<file path="config.mk">
export PLATFORM = sky130hd
export DESIGN_NAME = fetch_unit
export DESIGN_NICKNAME = d
export VERILOG_FILES = /design/src/rtl/fetch_unit.sv
export SDC_FILE = /design/constraint.sdc
export NUM_CORES = 1
export LEC_CHECK = 0
export CORE_MARGIN = 10
export CORE_UTILIZATION = 45
export DETAILED_ROUTE_END_ITERATION = 16
export PLACE_DENSITY = 0.81
export REMOVE_ABC_BUFFERS = 1
export SLEW_MARGIN = 30
export SYNTH_ARGS = -nofsm -noshare
export SYNTH_HDL_FRONTEND = slang
export SYNTH_SLANG_ARGS = --single-unit
</file>
<file path="constraint.sdc">
create_clock -name clk -period 3.6 [get_ports clk]
set_input_delay 0.54 -clock clk [delete_from_list [all_inputs] [get_ports clk]]
set_output_delay 0.54 -clock clk [all_outputs]
set_load 0.005 [all_outputs]
</file>
<file path="src/rtl/fetch_unit.sv">
// fetch_unit: owns the PC, fetches from imem and holds one instruction for decode (valid/ready).
// Optional macro FETCH_MISALIGN_TRAP_EN adds instr_misaligned and traps unaligned redirect targets.
module fetch_unit #(
   parameter logic [31:0] RESET_PC   = 32'h0000_0000,
   parameter int unsigned IMEM_WORDS = 128,
   parameter logic [31:0] NOP_INSTR  = 32'h0000_0013
) (
   input  logic        clk,
   input  logic        reset_n,
   output logic [31:0] imem_addr,
   input  logic [31:0] imem_rd,
   output logic        instr_valid,
   input  logic        instr_ready,
   output logic [31:0] instr,
   output logic [31:0] instr_pc,
   output logic        instr_fault,
`ifdef FETCH_MISALIGN_TRAP_EN
   output logic        instr_misaligned,
`endif
   input  logic        redirect_valid,
   input  logic [31:0] redirect_pc
);

   localparam logic [31:0] IMEM_LIMIT = 32'(IMEM_WORDS * 4);

   typedef enum logic {
      S_FETCH = 1'b0,
      S_HOLD  = 1'b1
   } state_t;

   state_t      r_state, w_state_next;
   logic [31:0] r_pc, w_pc_next;
   logic [31:0] r_instr, w_instr_next;
   logic [31:0] r_instr_pc, w_instr_pc_next;
   logic        r_fault, w_fault_next;
   logic        w_oob;
   logic        w_capture;
`ifdef FETCH_MISALIGN_TRAP_EN
   logic        r_mis, w_mis_next;
   logic [31:0] r_mis_pc, w_mis_pc_next;
   logic        r_mis_out, w_mis_out_next;
`endif

   always_comb begin
      // NOTE: every next-state variable gets its hold value first so no path infers a latch.
      w_state_next    = r_state;
      w_pc_next       = r_pc;
      w_instr_next    = r_instr;
      w_instr_pc_next = r_instr_pc;
      w_fault_next    = r_fault;
`ifdef FETCH_MISALIGN_TRAP_EN
      w_mis_next      = r_mis;
      w_mis_pc_next   = r_mis_pc;
      w_mis_out_next  = r_mis_out;
`endif
      w_oob     = (r_pc >= IMEM_LIMIT);
      // A handshake in the redirect cycle still completes; only the refill is skipped.
      w_capture = !redirect_valid && ((r_state == S_FETCH) || instr_ready);

      if (redirect_valid) begin
         w_state_next = S_FETCH;
         w_pc_next    = redirect_pc & 32'hFFFF_FFFC;
`ifdef FETCH_MISALIGN_TRAP_EN
         w_mis_next    = (redirect_pc[1:0] != 2'b00);
         w_mis_pc_next = redirect_pc;
`endif
      end else if (w_capture) begin
         w_state_next    = S_HOLD;
         w_pc_next       = r_pc + 32'd4;
         w_instr_pc_next = r_pc;
         w_instr_next    = w_oob ? NOP_INSTR : imem_rd;
         w_fault_next    = w_oob;
`ifdef FETCH_MISALIGN_TRAP_EN
         w_mis_out_next  = r_mis;
         w_mis_next      = 1'b0;
         if (r_mis) begin
            w_instr_next    = NOP_INSTR;
            w_fault_next    = 1'b1;
            w_instr_pc_next = r_mis_pc;
         end
`endif
      end
   end

   // NOTE: sequential state uses non-blocking assignments so all registers update from pre-edge values.
   always_ff @(posedge clk) begin
      if (!reset_n) begin
         r_state    <= S_FETCH;
         r_pc       <= RESET_PC;
         r_instr    <= NOP_INSTR;
         r_instr_pc <= 32'h0000_0000;
         r_fault    <= 1'b0;
`ifdef FETCH_MISALIGN_TRAP_EN
         r_mis      <= 1'b0;
         r_mis_pc   <= 32'h0000_0000;
         r_mis_out  <= 1'b0;
`endif
      end else begin
         r_state    <= w_state_next;
         r_pc       <= w_pc_next;
         r_instr    <= w_instr_next;
         r_instr_pc <= w_instr_pc_next;
         r_fault    <= w_fault_next;
`ifdef FETCH_MISALIGN_TRAP_EN
         r_mis      <= w_mis_next;
         r_mis_pc   <= w_mis_pc_next;
         r_mis_out  <= w_mis_out_next;
`endif
      end
   end

   assign imem_addr   = r_pc;
   assign instr_valid = (r_state == S_HOLD);
   assign instr       = r_instr;
   assign instr_pc    = r_instr_pc;
   assign instr_fault = r_fault;
`ifdef FETCH_MISALIGN_TRAP_EN
   assign instr_misaligned = r_mis_out;
`endif

endmodule

</file>
==> results by group <==
Power
  • Seq pwr share: 49.7%
  • Sw Share: 26.92%
  • Pleak: 2.160 nW
  • Comb power frac: 15.2%
  • Cell area power density: 363.1 mW/mm^2
  • Peak supply drop: 191.5 uV
  • Clock power frac: around a third
  • P_int: 0.001677 W
  • Pwr Total: around 0.0023 W
  • Net switching power: 0.0006177 W

Detailed routing
  • WL per Instance: 18.87 um
  • Initial DRC count: approximately 500
  • Drt pass-1 iters: 5
  • DRT Wirelength: 15,150 um
  • Vias after detailed routing: 4,602
  • Drt drc: 0
  • ANT nets after route: 0
  • Vias/cell: between 5 and 6

Global routing
  • Initial antenna violation count: 0
  • Tot GR Track Use: 20.04%
  • First-pass GRT wire length: 23,650 um
  • Vias in the first global route: between 4,000 and 5,000
  • Grt ovf: 0
  • Largest net degree at the start of global routing: 54

Layout
  • Layout cells sized above 1: 5.373%
  • Ant. Diodes: 0
  • Final Cell Area: between 0.006 and 0.007 mm^2
  • Most frequent cells in the layout: clkdlybuf4s50_1 (158), nand2_1 (108), dfxtp_1 (94)
  • Most common cell after layout, fill and taps aside: clkdlybuf4s50_1
  • Nets@finish: 735
  • Layout Area Growth over Synthesis: 41.37%
  • Filler cell count: 810

Floorplan
  • Starting Density: 45.95%
  • FP Rows: 36
  • IO Pins: 166
  • DIE WIDTH: about 120 um
  • Die ar.: 0.01432 mm^2
  • Core Area: 0.009729 mm^2
  • Die H: 119.7 um

Run status
  • Outcome: complete, no violations

STA
  • Tcrit/Tclk final: around 66%
  • PnR worst setup slack: approximately 1.2 ns
  • Setup tns final: 0 ns
  • Final setup viols: 0
  • Final hold violation count: 0
  • Hold slack: between 0.4 and 0.5 ns
  • Max Freq: 423.3 MHz
  • Slew at the pin closest to its max-slew limit: 0.8909 ns
  • Clock skew: approximately 0.015 ns
  • Crit path time final: 2.362 ns
  • RSZ-0062 raised after global routing: no
  • Rel. slew slack: 40.61%
  • Final Max Tran Viols: 0

Synthesis
  • EDFF count, synth: 0
  • Post-Syn Area: between 0.004 and 0.005 mm^2
  • Yosys cell types: 52
  • Flops & latches, synth: 94
  • Synth top area share: 42.09%
  • Synthesized netlist cell count: ~540
  • Synth top area cells: dfxtp_1 (42%), a21boi_0 (9.9%), nand2_1 (9.2%)
  • Seq/Total Area, Yosys: 42.09%
  • Cell taking the most area after synthesis: dfxtp_1
  • Asr flop ratio synth: 0%
  • Avg Inst Size Synth: 8.325 um^2
  • Yosys warning count: 0
  • Ys flop type: dfxtp_1

Setup path
  • Critical Path Source: instr_ready
  • WP data arrival: about 2.6 ns
  • Reg-to-reg slack, setup: about 1.3 ns
  • Reg2reg path depth: 4
  • Kind of critical path: in2reg
  • Critical Path RT: roughly 3.9 ns
  • Worst r2r src: imem_addr[12]$_SDFFE_PN0P_
  • Largest fanout on the critical path: 14
  • FF-to-FF End: imem_addr[27]$_SDFFE_PN0P_
  • Crit. End Element: register
  • Startpoint Class: input pin

Clock tree
  • Root Driver: clkbuf_8
  • Hold buffer count at cts: 0
  • Clk_lat worst skew: 0.37 ns
  • CTS Buffer Depth: 2
  • H-Tree Depth: 3
  • CTS tree: built
  • Num Clock Sinks: 94
  • Post-cts resize count: 0
  • Post-CTS setup buffers: 0
  • Clock-pin slew on the worst setup and hold paths: ~0.090 ns
  • Total CTS buffers: 9

Run
  • Max-Cap Viols: 0

Placed design
  • Placed inst area: 0.006091 mm^2
  • GP Congestion: 0.8652
  • HPWL after DPL: 10,830 um
  • # port buffers: 159
  • Pre-CTS worst setup slack: 0.8757 ns

Hold path
  • Class of the worst hold path: reg2reg
  • Hold_sp: instr[23]$_SDFFE_PN0P_
  • Hold EP: instr[23]$_SDFFE_PN0P_
  • Hold path cells: 2
[cells by family after synthesis]
kind of cell	Yosys count	share of synthesized area (%)
flops	94	42.09
buf+inv	57	5.485
other cells	1	0.08388
simple gates	247	29.02
xor+xnor	8	1.567
compound gates	128	21.19
fa+ha+maj	2	0.5597
[cell type report]
class                           count  area (um^2)  share of cell area (%)
Clock buffer                        9        123.9                   1.960
Clock inverter                      7        105.1                   1.663
Inverter                            4        15.01                  0.2376
Multi-Input combinational cell    389         2369                   37.48
Sequential cell                    94         1882                   29.78
Tap cell                          133        166.4                   2.633
Timing Repair Buffer              167         1659                   26.25
[synth_stat cells (4+ instances only)]
cell	count
a21boi_0	59
a31oi_1	9
and3_1	5
and4_1	5
buf_4	4
clkbuf_1	43
dfxtp_1	94
inv_1	4
nand2_1	109
nand2b_1	10
nand3_1	14
nand4_1	37
nor2_1	10
nor2b_1	6
nor3_1	5
nor4_1	15
o211a_1	7
o21ai_0	20
o311a_1	4
o31a_1	7
o31ai_1	8
or4_1	10
xnor2_1	5
[flip-flops by register name, indices dropped and copies added (netlist names)]
register     count
instr           32
imem_addr       30
instr_pc        30
instr_fault      1
instr_valid      1
[worst max path at each step]
stage,depth (start not counted),end
3_3_place_gp,5,imem_addr[17]$_SDFFE_PN0P_
2_1_floorplan,4,instr[0]$_SDFFE_PN1P_
6_report,5,imem_addr[17]$_SDFFE_PN0P_
3_5_place_dp,5,imem_addr[17]$_SDFFE_PN0P_
5_1_grt,5,imem_addr[13]$_SDFFE_PN0P_
4_1_cts,5,imem_addr[17]$_SDFFE_PN0P_
[routing by layer]
| layer | vias up | wire length, um | global-route usage (%) |
|---|---|---|---|
| met5 | - | 0 | 0 |
| met2 | 224 | 6962 | 32.29 |
| met4 | 0 | 180 | 6.637 |
| met1 | 2162 | 6651 | 25.41 |
| met3 | 13 | 1357 | 5.391 |
| li1 | 2203 | - | - |
[power groups by stage]
stage,clock (W),combinational (W),sequential (W)
after floorplan,0,0.000121,0.00115
after global placement,0,0.000341,0.00116
after detailed placement,0,0.000348,0.00116
after CTS,0.000818,0.000351,0.00114
after global routing,0.000856,0.000377,0.00115
final,0.000805,0.000349,0.00114
[through the flow]
stage / std cells / util [%]
2_1_floorplan: 487 / -
3_3_place_gp: 787 / 62.59
3_5_place_dp: 787 / 62.60
4_1_cts: 803 / 64.96
5_1_grt: 803 / 64.96
6_report: 803 / 64.96
[critical path, cell delays in order]
cell and delay (ns):
clkdlybuf4s50_1 0.48, nand2b_1 0.46, nand2_1 0.42, o31a_1 0.40
o311a_1 0.33
(Power assumes the default switching activity.)
